`src/rtl/aes_pkg.sv`:
```
// Shared AES definitions: GF(2^8) arithmetic, affine maps, row shifts.
// Byte k of a [0:127] state is bits [8k:8k+7], row k%4, column k/4.
package aes_pkg;

  localparam logic [7:0] AES_POLY = 8'h1B;
  localparam logic [7:0] AFFINE_C = 8'h63;
  localparam logic [7:0] INV_AFF_C = 8'h05;

  typedef enum logic [1:0] {
    IDLE = 2'd0,
    SUB  = 2'd1,
    DONE = 2'd2
  } ss_state_e;

  function automatic logic [7:0] gf_mul(
    input logic [7:0] a,
    input logic [7:0] b
  );
    logic [7:0] p;
    logic [7:0] x;
    p = 8'h00;
    x = a;
    for (int i = 0; i < 8; i++) begin
      if (b[i]) p = p ^ x;
      x = x[7] ? ({x[6:0], 1'b0} ^ AES_POLY)
               : {x[6:0], 1'b0};
    end
    return p;
  endfunction

  // a^254 == a^-1 for a != 0, and maps 0 to 0
  function automatic logic [7:0] gf_inv(
    input logic [7:0] a
  );
    logic [7:0] r;
    logic [7:0] p;
    r = 8'h01;
    p = a;
    for (int i = 1; i < 8; i++) begin
      p = gf_mul(p, p);
      r = gf_mul(r, p);
    end
    return r;
  endfunction

  function automatic logic [7:0] rotl8(
    input logic [7:0] a,
    input int         n
  );
    return (a << n) | (a >> (8 - n));
  endfunction

  function automatic logic [7:0] affine(
    input logic [7:0] a
  );
    return a ^ rotl8(a, 1) ^ rotl8(a, 2)
             ^ rotl8(a, 3) ^ rotl8(a, 4)
             ^ AFFINE_C;
  endfunction

  function automatic logic [7:0] inv_affine(
    input logic [7:0] a
  );
    return rotl8(a, 1) ^ rotl8(a, 3)
         ^ rotl8(a, 6) ^ INV_AFF_C;
  endfunction

  function automatic logic [0:127] shift_rows(
    input logic [0:127] s
  );
    logic [0:127] o;
    o = '0;
    for (int c = 0; c < 4; c++)
      for (int r = 0; r < 4; r++)
        o[8*(4*c+r) +: 8] = s[8*(4*((c+r)%4)+r) +: 8];
    return o;
  endfunction

  function automatic logic [0:127] inv_shift_rows(
    input logic [0:127] s
  );
    logic [0:127] o;
    o = '0;
    for (int c = 0; c < 4; c++)
      for (int r = 0; r < 4; r++)
        o[8*(4*c+r) +: 8] = s[8*(4*((c+4-r)%4)+r) +: 8];
    return o;
  endfunction

endpackage

```
`src/rtl/aes_sbox.sv`:
```
// Arithmetic AES S-box: forward (inverse then affine) or
// inverse (inverse affine then inverse), no tables.
module aes_sbox
  import aes_pkg::*;
(
  input  logic [7:0] in_i,
  input  logic       mode_i,
  output logic [7:0] out_o
);

  logic [7:0] pre;
  logic [7:0] inv;

  assign pre   = mode_i ? inv_affine(in_i) : in_i;
  assign inv   = gf_inv(pre);
  assign out_o = mode_i ? inv : affine(inv);

endmodule

```
`src/rtl/sub_shift_stage.sv`:
```
// Iterative SubBytes+ShiftRows / InvShiftRows+InvSubBytes stage
// using LANES shared S-boxes over 16/LANES cycles.
module sub_shift_stage
  import aes_pkg::*;
#(
  parameter int LANES = 4
) (
  input  logic         clk,
  input  logic         rst_n,
  input  logic         in_valid,
  output logic         in_ready,
  input  logic         in_mode,
  input  logic [0:127] data_in,
  output logic         out_valid,
  input  logic         out_ready,
  output logic [0:127] data_out
);

  localparam int NCYC = 16 / LANES;
  localparam logic [1:0] LAST = 2'(NCYC - 1);

  ss_state_e    state_q, state_d;
  logic [0:127] st_q, st_d;
  logic [1:0]   cnt_q, cnt_d;
  logic         mode_q, mode_d;
  logic         ov_q, ov_d;

  logic [7:0] sb_in  [LANES];
  logic [7:0] sb_out [LANES];

  function automatic logic [6:0] bit_base(
    input logic [1:0] c,
    input int         l
  );
    return 7'((int'(c) * LANES + l) * 8);
  endfunction

  for (genvar g = 0; g < LANES; g++) begin : g_sb
    aes_sbox u_sb (
      .in_i  (sb_in[g]),
      .mode_i(mode_q),
      .out_o (sb_out[g])
    );
  end

  always_comb begin
    for (int l = 0; l < LANES; l++)
      sb_in[l] = st_q[bit_base(cnt_q, l) +: 8];
  end

  assign in_ready = (state_q == IDLE)
                 || (state_q == DONE && out_ready);
  assign out_valid = ov_q;
  assign data_out  = mode_q ? st_q : shift_rows(st_q);

  always_comb begin
    state_d = state_q;
    st_d    = st_q;
    cnt_d   = cnt_q;
    mode_d  = mode_q;
    ov_d    = ov_q;
    unique case (state_q)
      SUB: begin
        for (int l = 0; l < LANES; l++)
          st_d[bit_base(cnt_q, l) +: 8] = sb_out[l];
        if (cnt_q == LAST) begin
          state_d = DONE;
          ov_d    = 1'b1;
          cnt_d   = 2'd0;
        end else begin
          cnt_d = cnt_q + 2'd1;
        end
      end
      DONE: begin
        if (out_ready) begin
          state_d = IDLE;
          ov_d    = 1'b0;
        end
      end
      default: ;
    endcase
    // accept can overlap the output handshake in DONE
    if (in_valid && in_ready) begin
      st_d    = in_mode ? inv_shift_rows(data_in)
                        : data_in;
      mode_d  = in_mode;
      cnt_d   = 2'd0;
      state_d = SUB;
      ov_d    = 1'b0;
    end
  end

  always_ff @(posedge clk) begin
    if (!rst_n) begin
      state_q <= IDLE;
      st_q    <= '0;
      cnt_q   <= 2'd0;
      mode_q  <= 1'b0;
      ov_q    <= 1'b0;
    end else begin
      state_q <= state_d;
      st_q    <= st_d;
      cnt_q   <= cnt_d;
      mode_q  <= mode_d;
      ov_q    <= ov_d;
    end
  end

endmodule

```
`config.mk`:
```
export PLATFORM = sky130hd
export DESIGN_NAME = sub_shift_stage
export DESIGN_NICKNAME = d
export VERILOG_FILES = /design/src/rtl/aes_pkg.sv /design/src/rtl/aes_sbox.sv /design/src/rtl/sub_shift_stage.sv
export SDC_FILE = /design/constraint.sdc
export NUM_CORES = 2
export LEC_CHECK = 0
export CORE_MARGIN = 3
export CORE_UTILIZATION = 44
export CTS_CLUSTER_SIZE = 30
export DETAILED_ROUTE_END_ITERATION = 10
export PLACE_DENSITY_LB_ADDON = 0.25
export SLEW_MARGIN = 15
export SYNTH_ARGS = -nofsm -noshare
export SYNTH_HDL_FRONTEND = slang
export SYNTH_HIERARCHICAL = 1
export SYNTH_SLANG_ARGS = --single-unit
export TNS_END_PERCENT = 50
```
`constraint.sdc`:
```
create_clock -name clk -period 24.7 [get_ports clk]
set_input_delay 7.41 -clock clk [delete_from_list [all_inputs] [get_ports clk]]
set_output_delay 7.41 -clock clk [all_outputs]
set_load 0.03 [all_outputs]
```
## Yosys cells after proc, flatten, opt, wreduce, memory -nomap -nowiden

Cells that the tools add are included.

- Register bits: 134
- Output and inout port bits: 130
- Logic and storage cells: 1700

- $add $sub $neg: 8
- Equality and inequality tests: 7
- Shifts and indexed selects: 12
- Mux-type cells: 836
- Bitwise gates (word level): 821
- Reduce and logical (&&, ||, !) cells: 10

Operators with widths:

| operator | number |
|---|---|
| $mux W8 | 428 |
| $xor A8 B8 Y8 | 388 |
| $mux W5 | 368 |
| $not A4 Y4 | 368 |
| $shift A129 B9 Y128 const A | 4 |
| $shiftx A128 B8 Y129 | 4 |
| $shiftx A129 B9 Y128 | 4 |
| $bwmux W128 | 4 |
| $mux W128 | 2 |
| $mux W120 | 2 |
| $or A8 B1 Y8 | 8 |
| $or A8 B3 Y8 | 8 |
| $neg A8 Y9 | 4 |
| $not A7 Y8 | 4 |
| $or A8 B2 Y8 | 4 |
| $or A8 B4 Y8 | 4 |
| $or A8 B6 Y8 | 4 |
| $mux W7 | 4 |
| $not A1 Y1 const A | 28 |
| $mux W6 | 4 |
| $mux W4 | 4 |
| $mux W2 | 7 |
| $mux W3 | 4 |
| $add A4 B2 Y4 const B | 2 |
| 19 further kinds | 33 |

## Depth between registers and ports, before layout

- Word-level depth: 148
- Mapped depth: 77
- Depth with buffers taken out: 63

## Hierarchy

The synthesis kept the hierarchy.

Modules (own cells, without submodules):

| module | instances | cells an instance | area each (um^2) | sequential area each (um^2) |
|---|---|---|---|---|
| aes_sbox | 4 | 2125 | 16313.1 | 0.0 |
| sub_shift_stage | 1 | 894 | 8720.9 | 2662.6 |

## Worst setup path after synthesis

OpenSTA, ideal clock, no wires.

- Kind: register to register
- From: register cnt_q[1]
- To: register st_q[89] (netlist name)
- Setup time: 120 ps
- Data arrival time: 18019 ps
- Data required time: 24580 ps
- Slack: 6561 ps
- Stages on the path, launching flop included: 74
- Path buffers: 10
- Cell sequence: dfxtp_1 > buf_2 > buf_2 > mux4_2 > buf_4 > xor3_1 > a21oi_4 > inv_2 > buf_6 > ha_1 > or4b_1 > mux2i_1 > a311oi_1 > xnor2_1 > xnor2_2 > inv_1 > clkbuf_1 > clkbuf_1 > [38 not listed] > mux2i_1 > a22oi_1 > xnor3_2 > xnor2_4 > xnor2_4 > xnor3_2 > xnor2_2 > xnor2_1 > nor2_1 > mux2i_1 > xnor3_1 > xnor2_1 > xnor2_2 > xnor3_1 > nor2_1 > xnor2_1 > and3_1 > a211o_1

RTL lines:

| item | line | text |
|---|---|---|
| start: declaration | sub_shift_stage.sv:24 | `logic [1:0] cnt_q, cnt_d;` |
| start signal: assignment | sub_shift_stage.sv:103 | `cnt_q <= cnt_d;` |
| end signal: assignment | sub_shift_stage.sv:102 | `st_q <= st_d;` |
| end: declaration | sub_shift_stage.sv:23 | `logic [0:127] st_q, st_d;` |

==> metrics <==
FF/Latch Area=0.002671 mm2; Critical Path Source Type=flip-flop; die extent in y=416.0 um; full die area=0.1731 mm2; P&R area growth vs syn=6.916%; first-pass GRT wire length=381.5 mm; Post-synth EDFFs=0; clk sinks=133; first drt pass iteration count=6; Util after Layout=47.67%; std cell rows=149; Max Cap Viol=0; Fin. Hold Viols=0; Synth area leader=xnor2_1; 1st-iter DRT viols=6,568; Worst slew margin=26.54%; HPWL after detailed placement=179.6 mm; CP peak stage delay=0.96 ns; synthesis-stage register bit count=133; routed wire length=243.1 mm; initial antenna violation count=7; max-slew violation count=0; syn_nets=9,559; gr usage total=26.74%; filler cell count=16,205; status=finished, final reports clean; most frequent CP cell=xnor2_1; setup TNS=0 ns; Worst-Skew Late Latency=0.50 ns; root cell of the clock tree=clkbuf_16; Resize count post-CTS=0; gr ovfl total=0; fraction of final layout cells sized beyond drive strength 1=11.94%; post-synthesis sequential area ratio=3.599%; CP Data Required Time=25.12 ns; f_max=45.60 MHz; final cycle utilization of the critical path=88.79%; setup bufs post-CTS=0; pin count of the biggest net entering global routing=70; count leader, synth=xnor2_1; syn avg cell area=7.875 um2; area of the core=0.1659 mm2; Critical Path End Type=flip-flop; Synth top area share=15.77%; Crit Path Class=flip-flop to flip-flop; H-tree Lvls=4; vias per cell=6.102; distinct cell type count after synthesis=122; post-synthesis cell area=0.07397 mm2; Post-synth top cells=xnor2_1 (1,332), nor2_1 (1,164), nand2_1 (942); CTS tree=built; crit path DAT=22.35 ns; worst min path class=flip-flop to flip-flop; Period minus WS final=21.93 ns; final setup vio count=0; Initial Util=44.58%; vias in the first global route=65,893; synth top area cells=xnor2_1 (16%), xnor3_1 (9.1%), nor2_1 (5.9%), xor2_1 (5.8%), nand2_1 (4.8%); DRC=0; post-route ant nets=0; gpl congestion=0.9543; Worst-Margin Slew=1.098 ns; multi-input logic area=0.06799 mm2; post-synthesis cell count=9,394; Max clock buf depth=2; RSZ-0062 raised after global routing=no; DR WL/cell=21.23 um; vias post-DR=69,860; PortBufs=262; top_reg_cell synth=dfxtp_1; Warnings, synthesis=6; net count reported at finish=9,405; ys async rst share=0%; clk slew on worst S/H paths=0.09 ns; largest fanout on the critical path=28; width of the die=416.0 um; CTS Hold Bufs=0; CP max-delay cell=dfxtp_2; final setup skew=0.02251 ns; Num CTS Buffers=17; Ports=263
==> cell families after synthesis <==
group	share of synthesized area, %
adder cells (fa/ha/maj)	0.5412
flip-flops	3.599
XOR/XNOR	41.55
buffers and inverters	5.078
AND/OR/NAND/NOR	20.17
AO/OA/AOI/OAI	19.49
multiplexers	9.570
==> layer usage <==
| layer | share of wire [%] | track usage, % |
|---|---|---|
| met5 | 0 | 0 |
| met4 | 5.2 | 12.83 |
| met3 | 5.9 | 2.321 |
| met2 | 47 | 44.20 |
| met1 | 42 | 35.12 |
==> per-stage QoR <==
stage / instance area, um2 / std cells / hold slack [ns] / setup WS [ns]
global placement: 78460 / 11410 / 0.4820 / 3.480
global route: 79090 / 11448 / 0.5189 / 1.399
CTS: 79070 / 11442 / 0.4965 / 3.045
finish: 79090 / 11448 / 0.5022 / 2.768
floorplan: 73970 / 9394 / 0.4540 / 6.561
detailed placement: 78460 / 11410 / 0.4859 / 3.149
==> layout make-up <==
type                            count  area share [%]
Antenna cell                        6         0.01898
Clock buffer                       17          0.5379
Clock inverter                     15          0.2262
Inverter                           97          0.4604
Multi-Input combinational cell   8450           85.96
Sequential cell                   133           3.378
Tap cell                         2189           3.463
Timing Repair Buffer              541           5.955
==> registers in the layout, summed over array words and instances (netlist names) <==
signal / count
mode_q: 1
out_valid: 1
st_q: 128
state_q: 1
cnt_q: 2
==> cells in the final DEF (no fill, tap or decap), types with 33 or more instances in the layout <==
| cell | instances |
|---|---|
| o2bb2ai_1 | 33 |
| o21ai_0 | 262 |
| buf_4 | 280 |
| xnor2_4 | 56 |
| nor2b_1 | 45 |
| a211oi_1 | 80 |
| a221oi_1 | 45 |
| nor2_1 | 1164 |
| nand2_1 | 942 |
| or4_1 | 36 |
| a211o_1 | 39 |
| or3_1 | 52 |
| o22ai_1 | 120 |
| clkdlybuf4s50_1 | 260 |
| o21ai_1 | 48 |
| o221ai_1 | 44 |
| xor2_2 | 52 |
| mux4_2 | 36 |
| mux2_2 | 210 |
| xnor2_2 | 189 |
| inv_1 | 81 |
| xor2_1 | 472 |
| xnor2_1 | 1299 |
| mux2i_1 | 326 |
| and3_1 | 77 |
| a31oi_1 | 95 |
| o32ai_1 | 36 |
| o211ai_1 | 105 |
| xor3_1 | 100 |
| nor4_1 | 64 |
| and2_1 | 118 |
| nand2b_1 | 86 |
| nor3_1 | 242 |
| a21oi_1 | 478 |
| a22oi_1 | 82 |
| xnor3_1 | 300 |
| o31ai_1 | 80 |
| dfxtp_1 | 130 |
| nand3_1 | 231 |
==> worst paths after layout <==
| check | from | to | slack, ns | cells past startpoint |
|---|---|---|---|---|
| setup / recovery | cnt_q[0]$_SDFFE_PP0P_ | st_q[9]$_SDFFE_PN0P_ | 2.77 | 67 |
| hold / removal | st_q[114]$_SDFFE_PN0P_ | st_q[114]$_SDFFE_PN0P_ | 0.50 | 1 |
| hold reg to reg | st_q[114]$_SDFFE_PN0P_ | st_q[114]$_SDFFE_PN0P_ | 0.50 | 1 |
| setup reg to reg | cnt_q[0]$_SDFFE_PP0P_ | st_q[9]$_SDFFE_PN0P_ | 2.77 | 67 |
==> worst max-delay path, delay by kind of cell, from the launching register on <==
family                   cells  cell delay [ns]
flip-flops                   1             0.96
buffers and inverters        8             2.06
multiplexers                 8             2.23
AO/OA/AOI/OAI               15             4.54
XOR/XNOR                    20             7.61
AND/OR/NAND/NOR             12             2.81
adder cells (fa/ha/maj)      4             1.52
Power is left out: the tool's default activity adds up to more than one toggle a clock period on the data nets, which glitch-free logic cannot reach.
